<file path="src/rtl/pipe_ifq.sv">
// pipe_ifq: instruction prefetch queue between a synchronous instruction
// memory and the IF/ID register. Owns the fetch PC, keeps at most one read
// outstanding, buffers {inst, pc+4} in a DEPTH-entry circular queue and
// presents the oldest entry. A redirect flushes the queue and restarts fetch.
//
// Optional feature: define IFQ_BYPASS_EN to forward a response straight to
// out_* when the queue is empty (one cycle lower fetch-to-output latency).
module pipe_ifq #(
    parameter int DEPTH = 4,
    parameter int AW    = 2
) (
    input  logic          clock,
    input  logic          reset,
    input  logic          redirect,
    input  logic [31:0]   redirect_pc,
    output logic          imem_req,
    output logic [31:0]   imem_addr,
    input  logic [31:0]   imem_rdata,
    input  logic          deq,
    output logic          out_valid,
    output logic [31:0]   out_inst,
    output logic [31:0]   out_pc4,
    output logic [AW:0]   count
);

    localparam logic [AW+1:0] DEPTH_W = (AW+2)'(DEPTH);

    // Request stage (p0) state
    logic [31:0]   fetch_pc;

    // Response stage (p1): the read issued last cycle returns now
    logic          vld_p1;
    logic          kill_p1;
    logic [31:0]   pc4_p1;

    // Queue storage and control
    logic [31:0]   inst_q [DEPTH];
    logic [31:0]   pc4_q  [DEPTH];
    logic [AW-1:0] head;
    logic [AW-1:0] tail;
    logic [AW:0]   count_q;

    logic          push;
    logic          pop;
    logic          wr;
    logic          rd;
    logic [AW+1:0] occ_next;

    // Head presentation; with bypass an arriving response is shown when empty
    always_comb begin
        out_valid = (count_q != '0);
        out_inst  = out_valid ? inst_q[head] : 32'h0;
        out_pc4   = out_valid ? pc4_q[head]  : 32'h0;
`ifdef IFQ_BYPASS_EN
        if ((count_q == '0) && push) begin
            out_valid = 1'b1;
            out_inst  = imem_rdata;
            out_pc4   = pc4_p1;
        end
`endif
    end

    // Push/pop decode and request admission based on next-cycle occupancy
    always_comb begin
        push = vld_p1 & ~kill_p1 & ~redirect & ~reset;
        pop  = deq & out_valid & ~redirect & ~reset;
`ifdef IFQ_BYPASS_EN
        // A bypassed response consumed in the same cycle never touches storage
        wr = push & ~((count_q == '0) & deq);
        rd = pop & (count_q != '0);
`else
        wr = push;
        rd = pop;
`endif
        occ_next  = {1'b0, count_q} + (AW+2)'(push) - (AW+2)'(pop);
        imem_req  = ~reset & ~redirect & (occ_next < DEPTH_W);
        imem_addr = fetch_pc;
        count     = count_q;
    end

    // Control state: fetch PC, in-flight tracking, queue pointers and count
    always_ff @(posedge clock) begin
        if (reset) begin
            fetch_pc <= 32'h0;
            vld_p1   <= 1'b0;
            kill_p1  <= 1'b0;
            head     <= '0;
            tail     <= '0;
            count_q  <= '0;
        end else if (redirect) begin
            fetch_pc <= {redirect_pc[31:2], 2'b00};
            vld_p1   <= 1'b0;
            kill_p1  <= 1'b1;
            head     <= '0;
            tail     <= '0;
            count_q  <= '0;
        end else begin
            if (imem_req) begin
                fetch_pc <= fetch_pc + 32'd4;
            end
            vld_p1  <= imem_req;
            kill_p1 <= 1'b0;
            if (wr) begin
                tail <= tail + 1'b1;
            end
            if (rd) begin
                head <= head + 1'b1;
            end
            count_q <= count_q + (AW+1)'(wr) - (AW+1)'(rd);
        end
    end

    // Datapath registers: response PC+4 and queue contents (not reset)
    always_ff @(posedge clock) begin
        if (imem_req) begin
            pc4_p1 <= fetch_pc + 32'd4;
        end
        if (wr) begin
            inst_q[tail] <= imem_rdata;
            pc4_q[tail]  <= pc4_p1;
        end
    end

endmodule

</file>
<file path="config.mk">
export PLATFORM = sky130hd
export DESIGN_NAME = pipe_ifq
export DESIGN_NICKNAME = d
export VERILOG_FILES = /design/src/rtl/pipe_ifq.sv
export SDC_FILE = /design/constraint.sdc
export NUM_CORES = 1
export LEC_CHECK = 0
export ABC_AREA = 1
export CORE_UTILIZATION = 40
export CTS_BUF_LIST = sky130_fd_sc_hd__clkbuf_16
export DETAILED_ROUTE_END_ITERATION = 7
export GPL_TIMING_DRIVEN = 0
export PLACE_DENSITY_LB_ADDON = 0.05
export RECOVER_POWER = 25
export REMOVE_ABC_BUFFERS = 1
export SETUP_SLACK_MARGIN = 0.15
export SKIP_CTS_REPAIR_TIMING = 1
export SLEW_MARGIN = 15
export SYNTH_ARGS = -nofsm -noshare
export SYNTH_HDL_FRONTEND = slang
export SYNTH_SLANG_ARGS = --single-unit
export TNS_END_PERCENT = 30
</file>
<file path="constraint.sdc">
create_clock -name clock -period 6.5 [get_ports clock]
set_input_delay 1.3 -clock clock [delete_from_list [all_inputs] [get_ports clock]]
set_output_delay 1.3 -clock clock [all_outputs]
set_load 0.005 [all_outputs]
</file>
==> results.py <==
metrics = {
    "run_status": {
        "run_status": "finished, final reports clean",
    },
    "routing": {
        "drt-met1-wl_um": 14920,
        "routed_wire_length_per_instance_um": 17.40,
        "antenna_violating_nets_post_route": 0,
        "drcViolationCount": 0,
        "vias": 8982,
        "via_per_inst": 4.834,
        "met2WireLength_um": 15240,
        "routed-wl-met3_um": 1689,
        "maxUsedRoutingLayer": "met4",
        "detail_route.wirelength_um": 32340,
        "pre_antenna_drt_iters": 5,
        "initialDrtViolationCount": 527,
    },
    "setup_path": {
        "endpoint_kind": "output port",
        "reg2regPathDepth": 16,
        "worst_setup_path_endpoint": "imem_req",
        "cp_data_arrival_time_ps": 4700,
        "worstPathCellList": "clkbuf_4 > inv_8 > nand2_2 > inv_2 > nand2_1 > nor2_2 > ha_1 > inv_1 > ha_1 > inv_1 > fa_1 > xnor2_1 > nor2_2 > nand3_4 > clkinv_16 > clkdlybuf4s50_1",
        "timing.critical_path.from_type": "input port",
        "timing.setup.critical_path_class": "input port to output port",
        "critical-path-slowest-cell": "sky130_fd_sc_hd__clkdlybuf4s50_1",
        "r2r_start": "count[1]",
        "critical_path_required_ps": 5200,
        "critical_path.reg2reg.endpoint": "imem_addr[11]",
        "r2r_setup_slack_ps": 3210,
        "timing.critical_path.slowest_cell_delay_ps": 530,
        "crit_fanout": 59,
        "crit_start": "redirect",
    },
    "placement": {
        "gpl.final_weighted_congestion": 0.8471,
        "post-place-cells": 1790,
        "dp_hpwl_um": 20000,
        "port_buffers": 162,
        "placement.setup.worst_slack_ps": -2712,
    },
    "die": {
        "num_rows": 66,
        "core-area_um2": 32620,
        "pin_count": 169,
        "floorplan.initialDensity_pct": 40.71,
        "dieWidth_um": 184.2,
        "die_h_um": 184.2,
        "design.die.area_um2": 33930,
    },
    "sta": {
        "report.final.slew_viol_count": 0,
        "finClkSkew_ps": 12.74,
        "post-route-worst-setup-slack_ps": 497.3,
        "rsz0062_at_grt": "false",
        "maxClockFrequency_mhz": 166.6,
        "setup_viol_count_final": 0,
        "hold_slack_ps": 453.3,
        "timing.max_slew.rel_slack_pct": 47.89,
        "setup-tns-final_ps": 0,
        "fin_crit_ps": 6003,
        "endpoints_failing_hold": 0,
        "tightestPinTransition_ps": 779.8,
        "min_period_over_period_pct": 92.35,
    },
    "logic_synthesis": {
        "seq_cells_post_synth": 319,
        "synthesis.instances": 1226,
        "netlist-cell-type-count": 33,
        "synth.yosys.seq_area_share_pct": 69.04,
        "synth_warnings": 0,
        "post_syn_area_um2": 13280,
        "synth_area_per_cell_um2": 10.83,
    },
    "final_layout": {
        "post_route_cells_drive_above_1_share_pct": 7.214,
        "fin_util_pct": 51.47,
        "final-instance-count-excl-fill": 1858,
        "design.final.nets": 1467,
        "area_delta_synth_final_pct": 26.42,
        "number_of_fill_cells": 2916,
    },
    "grt": {
        "grt_start_max_net_pins": 93,
        "grt_pass1_wl_um": 48750,
        "grt_pass1_vias": 8468,
        "grt_usage_pct": 19.02,
        "globalRoute.totalOverflow": 0,
        "antenna_found_initial": 0,
    },
    "clock_tree": {
        "worst_skew_pair.late_latency_ps": 510,
        "clkSlewWorstSetupHoldPaths_ps": 60,
        "cts.sinks": 319,
        "cts-root-to-sink-buffers": 3,
        "tritoncts_clock_tree": "built",
        "root_buffer": "sky130_fd_sc_hd__clkbuf_16",
        "cts_max_level": 2,
        "cts_inserted_buffers": 35,
    },
    "power": {
        "p_per_area_nw_per_um2": 255.7,
        "cellLeakagePower_uw": 0.005929,
        "power.ir.vdd_worst_uv": 153.9,
    },
    "job": {
        "timing.max_cap.violations": 0,
    },
    "hold_path": {
        "worst_hold_path_type": "register to register",
    },
}
per-layer routing:
layer | GRT usage (%) | vias to the layer above
met1 | 26.16 | 4242
met2 | 30.94 | 211
met3 | 3.734 | 32
li1 | - | 4497
met5 | 0 | -
met4 | 4.567 | 0
area by class of cell:
cell class,instances,area [µm²],share of cell area (%)
repair buffers,185,2064,12.30
diodes,2,5.005,0.02981
inverters,63,281.5,1.677
flip-flops and latches,319,9176,54.66
multi-input cells,785,3654,21.76
well taps,442,553.0,3.294
clock inverters,27,178.9,1.066
clock buffers,35,875.8,5.217
critical path: cells and delay by family:
family / cells / cell delay, ps
xor gates and xnor gates: 1 / 170
adders and majority gates: 3 / 790
buffers and inverters: 7 / 1520
and+or+nand+nor: 5 / 860
cell families after synthesis:
kind of cell | share of synthesized area [%]
muxes | 0.07538
and+or+nand+nor | 16.15
xor gates and xnor gates | 1.168
adders and majority gates | 0.9987
DFF | 69.04
other | 0.02824
buffers and inverters | 3.891
AOI/OAI and AO/OA | 8.649
how the worst min path moves through the flow:
stage | slack, ps | startpoint | end | depth (start not counted)
final | 450 | head[1] | register | 2
after global routing | 500 | head[1] | register | 2
after CTS | 450 | head[1] | register | 2
after detailed placement | 450 | head[1] | register | 2
after global placement | 460 | head[1] | head[1] | 2
after floorplan | 440 | head[1] | register | 2
power by group:
| group | switching [µW] | total [µW] | internal, µW |
|---|---|---|---|
| combinational | 93.9 | 186 | 91.8 |
| clock | 758 | 1820 | 1060 |
| sequential | 33.5 | 2290 | 2260 |
metrics by stage:
| step | area (µm²) | power [µW] |
|---|---|---|
| after global placement | 15190 | 2512 |
| after CTS | 16720 | 4350 |
| after floorplan | 13010 | 2391 |
| after detailed placement | 15660 | 2517 |
| after global routing | 16780 | 4459 |
| final | 16790 | 4293 |
registers in the layout, summed over array words and instances, names as in the netlist, named ones only:
name       cells
vld_p1         1
pc4_p1        30
pc4_q        120
tail           2
imem_addr     30
head           2
inst_q       128
kill_p1        1
count          3
cells in the mapped netlist:
cell type,n,area (µm²)
sky130_fd_sc_hd__a21boi_0,6,45.04
sky130_fd_sc_hd__a21boi_1,1,7.510
sky130_fd_sc_hd__a21oi_1,86,430.4
sky130_fd_sc_hd__and2_1,3,18.77
sky130_fd_sc_hd__buf_1,2,7.510
sky130_fd_sc_hd__buf_2,14,70.07
sky130_fd_sc_hd__buf_4,5,37.54
sky130_fd_sc_hd__buf_6,1,11.26
sky130_fd_sc_hd__clkbuf_1,41,153.9
sky130_fd_sc_hd__conb_1,1,3.750
sky130_fd_sc_hd__dfxtp_1,41,820.8
sky130_fd_sc_hd__edfxtp_1,278,8348
sky130_fd_sc_hd__fa_1,1,20.02
sky130_fd_sc_hd__ha_1,9,112.6
sky130_fd_sc_hd__inv_1,57,214.0
sky130_fd_sc_hd__inv_2,6,22.52
sky130_fd_sc_hd__mux2i_1,1,10.01
sky130_fd_sc_hd__nand2_1,162,608.1
sky130_fd_sc_hd__nand2_2,3,18.77
sky130_fd_sc_hd__nand2_4,1,11.26
sky130_fd_sc_hd__nand3_1,40,200.2
sky130_fd_sc_hd__nand3b_1,8,60.06
sky130_fd_sc_hd__nor2_1,300,1126
sky130_fd_sc_hd__nor2_2,3,18.77
sky130_fd_sc_hd__nor2_4,4,45.04
sky130_fd_sc_hd__nor2_8,1,20.02
sky130_fd_sc_hd__nor3_2,1,10.01
sky130_fd_sc_hd__nor3b_1,1,7.510
sky130_fd_sc_hd__o21ai_0,131,655.6
sky130_fd_sc_hd__o21ai_1,2,10.01
sky130_fd_sc_hd__xnor2_1,8,70.07
sky130_fd_sc_hd__xor2_1,6,52.55
sky130_fd_sc_hd__xor2_2,2,32.53
cell usage in the layout (no fill, tap or decap), drive strengths merged:
| cell type | Yosys | layout |
|---|---|---|
| and2 | 3 | 3 |
| nor2 | 308 | 308 |
| fa | 1 | 1 |
| clkinvlp | 0 | 1 |
| a21boi | 7 | 7 |
| edfxtp | 278 | 278 |
| clkdlybuf4s50 | 0 | 148 |
| buf | 22 | 23 |
| nand2 | 166 | 166 |
| nor3 | 1 | 1 |
| clkbuf | 41 | 37 |
| a21oi | 86 | 86 |
| ha | 9 | 9 |
| nand3b | 8 | 8 |
| dlygate4sd3 | 0 | 12 |
| conb | 1 | 4 |
| o21ai | 133 | 133 |
| xor2 | 8 | 8 |
| mux2i | 1 | 1 |
| bufinv | 0 | 2 |
| clkinv | 0 | 11 |
| nor3b | 1 | 1 |
| nand3 | 40 | 41 |
| xnor2 | 8 | 8 |
| dfxtp | 41 | 41 |
| inv | 63 | 76 |
| diode | 0 | 2 |
Note: power is estimated with default switching activity, not from simulation.
